--- config.mk ---
export PLATFORM = sky130hd
export DESIGN_NAME = ff_frame_packer_flat
export DESIGN_NICKNAME = d
export VERILOG_FILES = /design/src/rtl/ff_frame_packer_if.sv /design/src/rtl/ff_frame_packer.sv /design/src/flat_wrapper.sv
export SDC_FILE = /design/constraint.sdc
export NUM_CORES = 2
export LEC_CHECK = 0
export ABC_AREA = 1
export ABC_CLOCK_PERIOD_IN_PS = 3200
export CORE_MARGIN = 2
export CORE_UTILIZATION = 50
export DETAILED_ROUTE_END_ITERATION = 8
export PLACE_DENSITY = 0.74
export SYNTH_ARGS = -nofsm -noshare
export SYNTH_HDL_FRONTEND = slang
export SYNTH_SLANG_ARGS = --single-unit
--- constraint.sdc ---
create_clock -name ff_clk -period 3.2 [get_ports ff_clk]
set_clock_uncertainty 0.1 [all_clocks]
set_input_delay 0.8 -clock ff_clk [delete_from_list [all_inputs] [get_ports ff_clk]]
set_output_delay 0.8 -clock ff_clk [all_outputs]
set_load 0.01 [all_outputs]
--- src/rtl/ff_frame_packer_if.sv ---
// Stream-side and consumer-side signal bundle for ff_frame_packer.
// The master modport is the environment (demodulator plus MAC consumer).
// The slave modport is the packer itself.
interface ff_frame_packer_if #(
  parameter int IN_W         = 1,
  parameter int PAYLOAD_BITS = 625,
  parameter int ID_W         = 24,
  parameter int NBUF         = 2
);
  localparam int FRAME_W = ID_W + PAYLOAD_BITS;
  localparam int LVL_W   = $clog2(NBUF + 1);

  logic               ff_en;
  logic [IN_W-1:0]    ff_data;
  logic               start;
  logic               frame_valid;
  logic [FRAME_W-1:0] frame_data;
  logic               frame_ack;
  logic [LVL_W-1:0]   level;
  logic               busy;
  logic               overflow;
  logic [15:0]        drop_cnt;
  logic [ID_W-1:0]    frameid;

  modport master (
    output ff_en, ff_data, start, frame_ack, frameid,
    input  frame_valid, frame_data, level, busy, overflow, drop_cnt
  );

  modport slave (
    input  ff_en, ff_data, start, frame_ack, frameid,
    output frame_valid, frame_data, level, busy, overflow, drop_cnt
  );
endinterface

--- src/rtl/ff_frame_packer.sv ---
// ff_frame_packer: packs IN_W-bit stream beats into {payload, ID} frames.
// Completed frames are held in an NBUF-deep ring and handed to the consumer
// through a valid/ack handshake. When every buffer is full, a whole incoming
// frame is discarded and counted instead.
// Optional build macro: FF_PACK_EXT_ID_EN. When it is defined, the ID field
// is taken from the frameid input at frame start. When it is undefined, a
// free-running internal ID counter supplies the ID.
module ff_frame_packer #(
  parameter int IN_W         = 1,
  parameter int PAYLOAD_BITS = 625,
  parameter int ID_W         = 24,
  parameter int NBUF         = 2
) (
  input  logic               ff_clk,
  input  logic               reset,
  ff_frame_packer_if.slave   bus
);
  localparam int FRAME_W = ID_W + PAYLOAD_BITS;
  localparam int BEATS   = PAYLOAD_BITS / IN_W;
  localparam int CNT_W   = (BEATS > 1) ? $clog2(BEATS) : 1;
  localparam int PTR_W   = $clog2(NBUF);
  localparam int LVL_W   = $clog2(NBUF + 1);

  typedef enum logic [1:0] {IDLE = 2'd0, FILL = 2'd1, DROP = 2'd2} state_t;

  state_t             state_r, state_nxt_s;
  logic [CNT_W-1:0]   beat_cnt_r;
  logic [PTR_W-1:0]   wr_ptr_r, rd_ptr_r;
  logic [LVL_W-1:0]   level_r, level_nxt_s;
  logic               valid_r, overflow_r;
  logic [15:0]        drop_cnt_r;
  logic [FRAME_W-1:0] buf_r [NBUF];
  logic [ID_W-1:0]    id_src_s;

  logic beat_s, space_s, last_s, pop_s;
  logic wr_en_s, id_lat_s, commit_s, drop_begin_s, drop_done_s, busy_s;

  // Advance a ring pointer, wrapping modulo NBUF.
  function automatic logic [PTR_W-1:0] ptr_inc(input logic [PTR_W-1:0] p);
    if (p == PTR_W'(NBUF - 1)) begin
      return {PTR_W{1'b0}};
    end else begin
      return p + PTR_W'(1);
    end
  endfunction

  // beat_cnt is 0 whenever the FSM is in IDLE, so last_s also covers BEATS==1.
  assign beat_s  = bus.ff_en & bus.start;
  assign space_s = (level_r != LVL_W'(NBUF));
  assign last_s  = (beat_cnt_r == CNT_W'(BEATS - 1));
  assign pop_s   = bus.frame_ack & valid_r;

`ifdef FF_PACK_EXT_ID_EN
  assign id_src_s = bus.frameid;
`else
  logic [ID_W-1:0] id_cnt_r;
  assign id_src_s = id_cnt_r;

  // Internal frame-ID counter: it advances once per committed or dropped frame and wraps at all-ones.
  always_ff @(posedge ff_clk) begin
    if (reset) begin
      id_cnt_r <= {ID_W{1'b0}};
    end else if (commit_s | drop_done_s) begin
      id_cnt_r <= id_cnt_r + ID_W'(1);
    end
  end
`endif

  // State register.
  always_ff @(posedge ff_clk) begin
    if (reset) begin
      state_r <= IDLE;
    end else begin
      state_r <= state_nxt_s;
    end
  end

  // Next-state logic: a low start level aborts any frame in progress.
  always_comb begin
    state_nxt_s = state_r;
    case (state_r)
      IDLE: begin
        if (beat_s && !last_s) begin
          state_nxt_s = space_s ? FILL : DROP;
        end else begin
          state_nxt_s = IDLE;
        end
      end
      FILL, DROP: begin
        if (!bus.start || (beat_s && last_s)) begin
          state_nxt_s = IDLE;
        end else begin
          state_nxt_s = state_r;
        end
      end
      default: state_nxt_s = IDLE;
    endcase
  end

  // FSM output decode: datapath strobes and the busy flag.
  always_comb begin
    wr_en_s      = 1'b0;
    id_lat_s     = 1'b0;
    drop_begin_s = 1'b0;
    drop_done_s  = 1'b0;
    busy_s       = 1'b0;
    case (state_r)
      IDLE: begin
        if (beat_s) begin
          wr_en_s      = space_s;
          id_lat_s     = space_s;
          drop_begin_s = ~space_s;
          drop_done_s  = ~space_s & last_s;
        end else begin
          wr_en_s = 1'b0;
        end
      end
      FILL: begin
        wr_en_s = beat_s;
        busy_s  = 1'b1;
      end
      DROP: begin
        drop_done_s = beat_s & last_s;
        busy_s      = 1'b1;
      end
      default: busy_s = 1'b0;
    endcase
  end

  assign commit_s = wr_en_s & last_s;

  // Occupancy update: a simultaneous commit and pop leave the level unchanged.
  always_comb begin
    level_nxt_s = level_r;
    case ({commit_s, pop_s})
      2'b10:   level_nxt_s = level_r + LVL_W'(1);
      2'b01:   level_nxt_s = level_r - LVL_W'(1);
      default: level_nxt_s = level_r;
    endcase
  end

  // Control registers: beat counter, ring pointers, occupancy, drop accounting.
  always_ff @(posedge ff_clk) begin
    if (reset) begin
      beat_cnt_r <= {CNT_W{1'b0}};
      wr_ptr_r   <= {PTR_W{1'b0}};
      rd_ptr_r   <= {PTR_W{1'b0}};
      level_r    <= {LVL_W{1'b0}};
      valid_r    <= 1'b0;
      overflow_r <= 1'b0;
      drop_cnt_r <= 16'h0000;
    end else begin
      if (state_nxt_s == IDLE) begin
        beat_cnt_r <= {CNT_W{1'b0}};
      end else if (beat_s) begin
        beat_cnt_r <= beat_cnt_r + CNT_W'(1);
      end
      if (commit_s) begin
        wr_ptr_r <= ptr_inc(wr_ptr_r);
      end
      if (pop_s) begin
        rd_ptr_r <= ptr_inc(rd_ptr_r);
      end
      level_r    <= level_nxt_s;
      valid_r    <= (level_nxt_s != {LVL_W{1'b0}});
      overflow_r <= drop_begin_s;
      if (drop_done_s && (drop_cnt_r != 16'hFFFF)) begin
        drop_cnt_r <= drop_cnt_r + 16'd1;
      end
    end
  end

  // Frame storage (not reset): write payload beats and latch the ID at frame start.
  always_ff @(posedge ff_clk) begin
    if (wr_en_s) begin
      buf_r[wr_ptr_r][ID_W + int'(beat_cnt_r) * IN_W +: IN_W] <= bus.ff_data;
    end
    if (id_lat_s) begin
      buf_r[wr_ptr_r][ID_W-1:0] <= id_src_s;
    end
  end

`ifndef FF_PACK_EXT_ID_EN
  logic unused_frameid_s;
  assign unused_frameid_s = ^bus.frameid;
`endif

  assign bus.frame_valid = valid_r;
  assign bus.frame_data  = buf_r[rd_ptr_r];
  assign bus.level       = level_r;
  assign bus.busy        = busy_s;
  assign bus.overflow    = overflow_r;
  assign bus.drop_cnt    = drop_cnt_r;
endmodule

--- src/flat_wrapper.sv ---
// flat-port wrapper written by rule: the top's interface ports become plain ports
module ff_frame_packer_flat 
#(
  parameter int IN_W         = 1,
  parameter int PAYLOAD_BITS = 625,
  parameter int ID_W         = 24,
  parameter int NBUF         = 2
)
  (ff_clk, reset, bus_ff_en, bus_ff_data, bus_start, bus_frame_ack, bus_frameid, bus_frame_valid, bus_frame_data, bus_level, bus_busy, bus_overflow, bus_drop_cnt);
  ff_frame_packer_if #(.IN_W(IN_W), .PAYLOAD_BITS(PAYLOAD_BITS), .ID_W(ID_W), .NBUF(NBUF)) bus_i ();
  input  logic ff_clk;
  input  logic reset;
  input wire logic [$bits(bus_i.ff_en)-1:0] bus_ff_en;
  input wire logic [$bits(bus_i.ff_data)-1:0] bus_ff_data;
  input wire logic [$bits(bus_i.start)-1:0] bus_start;
  input wire logic [$bits(bus_i.frame_ack)-1:0] bus_frame_ack;
  input wire logic [$bits(bus_i.frameid)-1:0] bus_frameid;
  output wire logic [$bits(bus_i.frame_valid)-1:0] bus_frame_valid;
  output wire logic [$bits(bus_i.frame_data)-1:0] bus_frame_data;
  output wire logic [$bits(bus_i.level)-1:0] bus_level;
  output wire logic [$bits(bus_i.busy)-1:0] bus_busy;
  output wire logic [$bits(bus_i.overflow)-1:0] bus_overflow;
  output wire logic [$bits(bus_i.drop_cnt)-1:0] bus_drop_cnt;
  assign bus_i.ff_en = bus_ff_en;
  assign bus_i.ff_data = bus_ff_data;
  assign bus_i.start = bus_start;
  assign bus_i.frame_ack = bus_frame_ack;
  assign bus_i.frameid = bus_frameid;
  assign bus_frame_valid = bus_i.frame_valid;
  assign bus_frame_data = bus_i.frame_data;
  assign bus_level = bus_i.level;
  assign bus_busy = bus_i.busy;
  assign bus_overflow = bus_i.overflow;
  assign bus_drop_cnt = bus_i.drop_cnt;
  ff_frame_packer #(.IN_W(IN_W), .PAYLOAD_BITS(PAYLOAD_BITS), .ID_W(ID_W), .NBUF(NBUF)) u_core (.ff_clk(ff_clk), .reset(reset), .bus(bus_i));
endmodule
==> run_results.csv <==
group,metric,value,unit
timing,min_period,3.619,ns
clock_network,numClockSinks,1357,
clock_network,clk_pin_slew,0.06,ns
run,timing.max_cap.violations,0,
global_routing,pin_count_of_the_biggest_net_entering_global_routing,178,
run_status,failing_checks,"negative setup slack",
die,floorplan.die.width,365.9,um
worst_setup_path,crit_fanout,13,
run_status,outcome,"complete, but fails checks",
drt,top_sig_layer,"met5",
drt,wl_met2,121300,um
die,die_height,365.9,um
die,die-area,0.1339,mm^2
global_routing,grt_pass1_wl,367900,um
drt,wl,276900,um
worst_setup_path,timing.critical_path.mode_cell,"buf_16",
timing,grt_setup_unrepaired,"yes",
worst_setup_path,worst_path_dominant_cell_family,"buffers and inverters",
worst_setup_path,worst-endpoint-arrival,2.72,ns
timing,slew-limit-headroom,0.1307,
place,post-place-ws,-0.7288,ns
yosys,synth-edff-count,1298,
drt,antenna_violating_nets_post_route,0,
yosys,synth_most_common_cell,"nor2_1",
global_routing,overflow,0,
yosys,netlist-cell-type-count,45,
yosys,synth_ff_type,"edfxtp_1",
finish,final_net_count,7253,
worst_setup_path,setup.worst_path.start_class,"flop",
timing,drv_slew,0,
die,ios,700,
yosys,seq_area_frac_synth,0.6132,
drt,detailroute.wirelength.met3,40110,um
worst_setup_path,timing.critical_path.to_type,"output port",
worst_setup_path,cpMaxStageDelayCell,"clkdlybuf4s50_1",
yosys,syn-mean-instance-area,10.66,um^2
yosys,main_area_contributors_after_synthesis,"edfxtp_1 60%, mux2_2 11%, nor2_1 10%",
clock_network,cts_hold_repair.buffers,0,
yosys,yosys.area.top_type,"edfxtp_1",
timing,achievable-frequency,0.2763,GHz
place,placedInstanceArea,0.07856,mm^2
clock_network,cts_tree,"built",
yosys,netlist_top_cells_count,"1830 x nor2_1, 1298 x edfxtp_1, 649 x mux2_2",
drt,detailedRoute.firstIterationViolations,10330,
clock_network,worst_skew_pair.late_latency,0.83,ns
yosys,ys_async_sr_fraction,0,
yosys,syn-instance-count,6144,
die,rows,132,
clock_network,cts_root_buf,"clkbuf_16",
finish,drive_gt1_frac,0.2834,
timing,part_of_the_cycle_the_worst_path_needs,1.131,
worst_setup_path,cpPeakStageDelay,0.51,ns
global_routing,total_track_usage,0.3796,
pwr,lkg_pwr,27.50,nW
yosys,ys.warnings.count,0,
worst_setup_path,cp_num_buf_inv,4,
yosys,ys_ff_latch,1357,
worst_hold_path,hold_class,"flop to flop",
die,initial_utilization,0.5045,
finish,stdcell_area,0.08837,mm^2
place,detailed_place_hpwl,181400,um
pwr,worst_ir_drop_vdd,0.5740,mV
drt,dr_pass1_iterations,6,
yosys,synthesis.nets,6187,
worst_setup_path,crit_path_cell_trace,"buf_8 -> buf_16 -> buf_16 -> mux2_2 -> clkdlybuf4s50_1",
drt,routedLengthMet1,89430,um
drt,routed-via-count,58170,
place,io_buffer_count,675,
clock_network,htree_levels,4,
worst_setup_path,crit_type,"flop to output port",
yosys,syn-cell-area,0.06549,mm^2
drt,drt-wirelength-per-cell,30.47,um
worst_setup_path,critical_path_required,2.30,ns
yosys,synth_largest_type_area_fraction,0.5952,
global_routing,number_of_global_route_vias_before_repair,53900,
die,design.core.area,0.1298,mm^2
timing,final.setup.worst_slack,-0.4187,ns
clock_network,cts_inserted_buffers,145,
timing,worstMarginPinSlew,1.304,ns
drt,viasPerCell,6.401,
place,gp_routability_congestion,0.9827,
clock_network,cts_max_path_buffers,3,
timing,finalHoldViolCount,0,
timing,final.setup.tns,-287.50,ns
drt,post-route-drc-count,0,
finish,layout-area-overhead-vs-synth,34.94,%
global_routing,grt_antenna_before_repair,20,
timing,setup_viol_count_final,2333,
pwr,power_density,411.5,mW/mm^2
cell families (layout without fill, tap and decap cells):
kind of cell / after synthesis / after routing / share of synthesized area
fa+ha+maj: 13 / 13 / 0.002484
buf+inv: 667 / 1846 / 0.04028
compound gates: 130 / 130 / 0.01047
other cells: 0 / 23 / 0
flops: 1357 / 1357 / 0.6132
xor+xnor: 24 / 24 / 0.003726
simple gates: 3304 / 3304 / 0.2182
mux: 649 / 649 / 0.1116
worst reg2reg max path: stages (launching register included):
cell	delay, ns
dfxtp_2	0.34
inv_2	0.05
ha_4	0.26
nand4_1	0.13
nor2_4	0.15
nand2_2	0.09
nor2_1	0.11
inv_1	0.07
nor2_2	0.13
inv_2	0.07
nor2_4	0.13
ha_4	0.16
inv_4	0.04
nor2_4	0.10
buf_6	0.13
nand2_8	0.05
nor2_4	0.21
buf_6	0.14
buf_12	0.14
buf_12	0.16
clkbuf_16	0.19
nand2_1	0.08
nor2_1	0.23
final cells by class:
type	instances	area [um^2]
multi-input cells	4120	24700
well taps	1742	2180
diodes	23	57.56
flip-flops and latches	1357	40170
clock inverters	70	644.4
fillers	9198	41450
repair buffers	1454	16130
repair inverters	4	40.04
inverters	128	568.0
clock buffers	190	3870
routing by layer:
metal  vias to the layer above  GRT usage
li1                      23730          -
met4                        10     0.2886
met5                         -          0
met3                      1107     0.1091
met1                     28120     0.4646
met2                      5210     0.5697
per-stage QoR:
| stage | instances | util | hold WS, ns | power [W] |
|---|---|---|---|---|
| 2_1_floorplan | 6144 | - | 0.3453 | 0.01975 |
| 3_3_place_gp | 8634 | 0.6052 | 0.3526 | 0.02006 |
| 3_5_place_dp | 8634 | 0.6052 | 0.3665 | 0.02006 |
| 4_1_cts | 8961 | 0.6517 | 0.3740 | 0.03600 |
| 5_1_grt | 9067 | 0.6803 | 0.4057 | 0.03698 |
| 6_report | 9088 | 0.6807 | 0.3836 | 0.03637 |
placed cells by master (no fill, tap or decap), types with 23 or more instances in the layout:
cell type | netlist | routed
a21oi_1 | 73 | 71
buf_12 | 0 | 138
buf_16 | 0 | 34
buf_4 | 3 | 538
buf_6 | 0 | 88
clkbuf_1 | 383 | 40
clkbuf_16 | 0 | 176
clkbuf_2 | 0 | 40
clkdlybuf4s50_1 | 0 | 218
clkinv_1 | 0 | 28
dfxtp_1 | 59 | 52
diode_2 | 0 | 23
dlygate4sd2_1 | 0 | 64
dlymetal6s2s_1 | 0 | 259
edfxtp_1 | 1298 | 1298
inv_1 | 113 | 103
mux2_2 | 649 | 544
mux2_4 | 0 | 105
nand2_1 | 469 | 419
nand2_2 | 3 | 26
nand3_1 | 332 | 317
nand4_1 | 253 | 253
nor2_1 | 1830 | 1733
nor2_2 | 20 | 63
nor2_4 | 6 | 60
nor3_1 | 328 | 277
nor3_2 | 7 | 23
nor3_4 | 2 | 37
o21ai_0 | 33 | 33
path summary, 6_finish.rpt:
| kind | to | from | cells past startpoint | slack [ns] |
|---|---|---|---|---|
| worst max-delay path | bus_frame_data[332] | flop | 5 | -0.42 |
| worst min-delay path | u_core.id_cnt_r[23] | u_core.id_cnt_r[23] | 2 | 0.38 |
| worst max register to register | u_core.buf_r[0][66] | u_core.beat_cnt_r[3] | 22 | -0.39 |
| worst min register to register | u_core.id_cnt_r[23] | u_core.id_cnt_r[23] | 2 | 0.38 |
timing repair:
action,4_1_cts,5_1_grt
buffers inserted,48,70
resized for setup,523,802
cloned,19,41
setup endpoints to repair,2480,3099
pin swaps,10,98
power breakdown:
group	switching, W	internal, W	leakage (nW)
Combinational	0.000480	0.000294	15.4
Sequential	0.00000429	0.0192	9.93
Clock	0.00741	0.00902	2.18
flip-flops by register name (all words and copies together), names as in the netlist, named ones only:
name / count
u_core.buf_r: 1298
u_core.id_cnt_r: 24
u_core.bus.drop_cnt: 16
u_core.beat_cnt_r: 10
u_core.bus.level: 2
u_core.state_r: 2
u_core.bus.frame_valid: 1
u_core.bus.overflow: 1
u_core.rd_ptr_r: 1
u_core.wr_ptr_r: 1
Note: power is estimated with default switching activity, not from simulation.
